$ cat config.mk
export PLATFORM = sky130hd
export DESIGN_NAME = apb_master_interface
export DESIGN_NICKNAME = d
export VERILOG_FILES = /design/src/rtl/apb_master_interface.sv
export SDC_FILE = /design/constraint.sdc
export NUM_CORES = 1
export LEC_CHECK = 0
export BUFFER_PORTS_ARGS = -buffer_cell sky130_fd_sc_hd__buf_4
export CORE_UTILIZATION = 38
export DETAILED_ROUTE_END_ITERATION = 8
export GPL_TIMING_DRIVEN = 1
export PLACE_DENSITY = 0.82
export SETUP_SLACK_MARGIN = 0.5
export SLEW_MARGIN = 20
export SYNTH_ARGS = -nofsm -noshare
export SYNTH_HDL_FRONTEND = slang
export SYNTH_SLANG_ARGS = --single-unit
$ cat constraint.sdc
create_clock -name PCLK -period 1.4 [get_ports PCLK]
set_input_delay 0.28 -clock PCLK [delete_from_list [all_inputs] [get_ports PCLK]]
set_output_delay 0.28 -clock PCLK [all_outputs]
set_load 0.02 [all_outputs]
$ cat src/rtl/apb_master_interface.sv
// APB4 requester: turns single-cycle user requests into SETUP/ACCESS sequences toward two slaves.
// Optional ACCESS-phase timeout is enabled by defining APB_MASTER_TIMEOUT_EN.
module apb_master_interface #(
    parameter int ADDR_WIDTH     = 32,
    parameter int DATA_WIDTH     = 32,
    parameter int STRB_WIDTH     = DATA_WIDTH / 8,
    parameter int SEL_BIT        = ADDR_WIDTH - 1,
    parameter int TIMEOUT_CYCLES = 16
) (
    input  logic                  PCLK,
    input  logic                  PRESET,
    input  logic                  req,
    input  logic                  req_write,
    input  logic [ADDR_WIDTH-1:0] req_addr,
    input  logic [DATA_WIDTH-1:0] req_wdata,
    input  logic [STRB_WIDTH-1:0] req_strb,
    input  logic [2:0]            req_prot,
    input  logic                  PREADY,
    input  logic [DATA_WIDTH-1:0] PRDATA,
    output logic [ADDR_WIDTH-1:0] PADDR,
    output logic [2:0]            PPROT,
    output logic                  PWRITE,
    output logic [DATA_WIDTH-1:0] PWDATA,
    output logic [STRB_WIDTH-1:0] PSTRB,
    output logic                  PSEL0,
    output logic                  PSEL1,
    output logic                  PENABLE,
    output logic [DATA_WIDTH-1:0] rdata,
    output logic                  done,
    output logic                  busy,
    output logic                  timeout_err,
    output logic [1:0]            dbg_state
);

    // Handshake: a request is taken on a rising edge where req=1 and the bus is
    // either idle or finishing an ACCESS with PREADY=1; otherwise req is ignored.
    typedef enum logic [1:0] {
        IDLE   = 2'b00,
        SETUP  = 2'b01,
        ACCESS = 2'b10
    } state_t;

    state_t state;
    logic   accept;

`ifdef APB_MASTER_TIMEOUT_EN
    localparam int CNT_W = $clog2(TIMEOUT_CYCLES + 1);
    logic [CNT_W-1:0] wait_cnt;
`endif

    assign dbg_state = state;
    assign accept    = req && ((state == IDLE) || ((state == ACCESS) && PREADY));

    always_ff @(posedge PCLK) begin
        if (PRESET) begin
            state       <= IDLE;
            PADDR       <= '0;
            PPROT       <= '0;
            PWRITE      <= 1'b0;
            PWDATA      <= '0;
            PSTRB       <= '0;
            PSEL0       <= 1'b0;
            PSEL1       <= 1'b0;
            PENABLE     <= 1'b0;
            rdata       <= '0;
            done        <= 1'b0;
            busy        <= 1'b0;
            timeout_err <= 1'b0;
`ifdef APB_MASTER_TIMEOUT_EN
            wait_cnt    <= '0;
`endif
        end else begin
            done        <= 1'b0;
            timeout_err <= 1'b0;
            case (state)
                IDLE: ;
                SETUP: begin
                    PENABLE <= 1'b1;
                    state   <= ACCESS;
`ifdef APB_MASTER_TIMEOUT_EN
                    wait_cnt <= '0;
`endif
                end
                ACCESS: begin
                    if (PREADY) begin
                        done <= 1'b1;
                        if (!PWRITE) rdata <= PRDATA;
                        state   <= IDLE;
                        busy    <= 1'b0;
                        PSEL0   <= 1'b0;
                        PSEL1   <= 1'b0;
                        PENABLE <= 1'b0;
                        PSTRB   <= '0;
                    end
`ifdef APB_MASTER_TIMEOUT_EN
                    // The limit-th PREADY=0 cycle ends the transfer with an error.
                    else if (wait_cnt == CNT_W'(TIMEOUT_CYCLES - 1)) begin
                        done        <= 1'b1;
                        timeout_err <= 1'b1;
                        rdata       <= '0;
                        state       <= IDLE;
                        busy        <= 1'b0;
                        PSEL0       <= 1'b0;
                        PSEL1       <= 1'b0;
                        PENABLE     <= 1'b0;
                        PSTRB       <= '0;
                    end else begin
                        wait_cnt <= wait_cnt + 1'b1;
                    end
`endif
                end
                default: begin
                    state   <= IDLE;
                    busy    <= 1'b0;
                    PSEL0   <= 1'b0;
                    PSEL1   <= 1'b0;
                    PENABLE <= 1'b0;
                    PSTRB   <= '0;
                end
            endcase

            // A new request overrides the return to IDLE, giving back-to-back transfers.
            if (accept) begin
                PADDR   <= req_addr;
                PPROT   <= req_prot;
                PWRITE  <= req_write;
                PWDATA  <= req_write ? req_wdata : '0;
                PSTRB   <= req_write ? req_strb : '0;
                PSEL0   <= ~req_addr[SEL_BIT];
                PSEL1   <= req_addr[SEL_BIT];
                PENABLE <= 1'b0;
                busy    <= 1'b1;
                state   <= SETUP;
            end
        end
    end

endmodule
==> impl_results.md <==
- Max Clk Rate: 0.758 GHz
- Most common cell in the netlist: dfxtp_1
- Status: finished clean
- Slew @ Worst Pin: 540 ps
- Final period utilization: 0.943
- Vias per std cell: 5.01
- Critical Path Source Type: flip-flop
- Clk_skew: 16.4 ps
- # diodes: 0
- Die area: 0.00990 mm²
- DP HPWL: 6960 µm
- Max-cap violations: 0
- Routed Antenna Nets: 0
- Inserted Clock Buffers: 9
- Drt first pass iters: 4
- Worst r2r src: dbg_state[0]
- Max FO, Critical Path: 8
- Clock Latency Late Sink: 360 ps
- Grt ovf: 0
- Crit Path Class: flip-flop to flip-flop
- First-pass GRT wire length: 16600 µm
- CTS max path bufs: 2
- Clk sinks: 110
- WL met3: 871 µm
- Unique masters post-synth: 28
- Seq cells post-synth: 110
- Syn Nets: 441
- Vias in the first global route: 3405
- Total negative setup slack: 0 ps
- Final Max Slew Viols: 0
- Crit path from: dbg_state[0]
- End-of-flow core utilization: 0.769
- Synth top area share: 0.609
- Max layer used: met4
- Clock Pin Slew Worst Setup and Hold Paths: 110 ps
- Hold wc startpoint: req_wdata[0]
- Met1 WL: 5250 µm
- Critical-path cell list: and4bb_4 -> clkbuf_16 -> nand2_2 -> a21oi_2
- Mapped Avg Cell Area: 10.9 µm²
- RSZ-0062 raised after global routing: true
- CTS H-tree lvls: 3
- Largest net degree at the start of global routing: 38
- Synthesized area: 0.00361 mm²
- Root Buffer: clkbuf_8
- Antenna violations before repair: 0
- Async S/R FF share, synth: 0
- I/O pin total: 220
- Routed Wire Length: 13200 µm
- Crit-path max cell delay: 410 ps
- Top_reg_cell synth: dfxtp_1
- Crit. End Element: flip-flop
- CTS tree: yes
- PortBufs: 218
- Worst hold path class: input port to flip-flop
- Die X: 99.5 µm
- Setup Viol. Count Final: 0
- Ranking of synthesized cells by area: dfxtp_1 (61%), a22o_1 (16%), nand2_1 (6.8%)
- Buf/Inv on CP: 1
- Die Ht: 99.5 µm
- Cell row count: 35
- Final Hold Viols: 0
- Layout cells sized above 1: 0.803
- YS warnings: 0
- Total core area: 0.00924 mm²
- Drc violations: 0
- Gr usage total: 0.214
- Slew HR: 0.640
- Worst path slowest cell: and4bb_4
- Initial drt markers: 107
- DR vias: 3616
- Routed WL per cell: 18.3 µm
- Cell family with most CP delay: simple AND/OR/NAND/NOR gates
- Maximum VDD drop: 0.000666 V
- Initial Util: 0.391
- # nets final: 696
- CTS Hold Bufs: 0
- Lkg Pwr: 3.27 nW
- Sequential fraction of the synthesis area: 0.609
- GPL Wtd Cong: 0.744
- Top cells by count, synth: dfxtp_1 (110), a22o_1 (68), nand2_1 (65)
- Pwr/cell area: 957 mW/mm²
- Largest area contributor in the netlist: dfxtp_1
- Min cycle time layout: 1320 ps
- Synth Instances: 333
- Layout area overhead: 96.7%
- Crit path required time: 1670 ps
- WP data arrival: 1590 ps
- EDFF count, synth: 0
- Met2 routed WL: 6930 µm
==> cells by family (layout without fill, tap and decap cells) <==
kind of cell | count (synthesis) | count (layout) | synth area share
muxes | 1 | 1 | 0.00312
buffers and inverters | 31 | 291 | 0.0540
DFF | 110 | 110 | 0.609
other | 1 | 1 | 0.00104
AOI/OAI and AO/OA | 111 | 111 | 0.235
and+or+nand+nor | 79 | 79 | 0.0973
==> final timing paths <==
kind | to | slack [ps] | depth (start not counted)
max | rdata[13] | 80 | 4
min | PWDATA[0] | 120 | 2
max reg2reg | rdata[13] | 80 | 4
min reg2reg | busy | 470 | 1
==> cells in the final DEF (no fill, tap or decap), drive strengths merged <==
master | netlist | routed
and4bb | 2 | 2
a21oi | 33 | 33
o32ai | 1 | 1
bufinv | 0 | 1
and3b | 1 | 1
dfxtp | 110 | 110
clkinvlp | 0 | 1
nand2b | 1 | 1
a21o | 3 | 3
buf | 18 | 264
o32a | 1 | 1
nand2 | 65 | 65
conb | 1 | 1
mux2 | 1 | 1
o22a | 2 | 2
inv | 1 | 4
a2bb2oi | 3 | 3
and2 | 1 | 1
or2 | 1 | 1
nand3 | 3 | 3
nand4bb | 1 | 1
and4b | 1 | 1
a22o | 68 | 68
nor2 | 2 | 2
nor2b | 1 | 1
clkbuf | 12 | 21
==> metrics by stage <==
| stage | cells | hold WS [ps] | cell area, µm² | worst slack [ps] | power (mW) |
|---|---|---|---|---|---|
| after floorplan | 333 | 401 | 3700 | 78.0 | 3.90 |
| after global placement | 660 | 437 | 5380 | 90.0 | 4.41 |
| after detailed placement | 660 | 444 | 5380 | 60.7 | 4.43 |
| after CTS | 697 | 100 | 6330 | 137 | 6.61 |
| after global routing | 722 | 105 | 7110 | 68.3 | 7.04 |
| final | 722 | 119 | 7110 | 80.4 | 6.80 |
==> flip-flops by register name (all words and copies together), names as in the netlist <==
name / count
done: 1
PSEL0: 1
PSTRB: 4
rdata: 32
busy: 1
PPROT: 3
PADDR: 32
PWDATA: 32
PSEL1: 1
dbg_state: 1
PWRITE: 1
PENABLE: 1
==> layout make-up <==
type | instances | area (µm²)
clock buffers | 11 | 141
clock inverters | 5 | 63.8
fillers | 558 | 2130
inverters | 1 | 3.75
multi-input cells | 192 | 1590
flip-flops and latches | 110 | 2340
well taps | 129 | 161
repair buffers | 274 | 2810
==> metal layers <==
layer | track usage | up-vias
li1 | - | 1697
met1 | 0.242 | 1735
met2 | 0.395 | 171
met3 | 0.0569 | 13
met4 | 0.0588 | 0
met5 | 0 | -
==> repair_timing <==
action,4_1_cts,5_1_grt
gates resized for setup,217,108
setup buffers,20,9
setup endpoints to repair,220,220
cloned,1,16
pin swaps,7,89
==> power breakdown <==
part / internal (mW) / total [mW] / switching, mW
Sequential: 3.30 / 3.42 / 0.121
Clock: 0.899 / 1.97 / 1.07
Combinational: 0.802 / 1.41 / 0.604
Total: 5.00 / 6.80 / 1.79
Power figures use the tool's default switching activity.
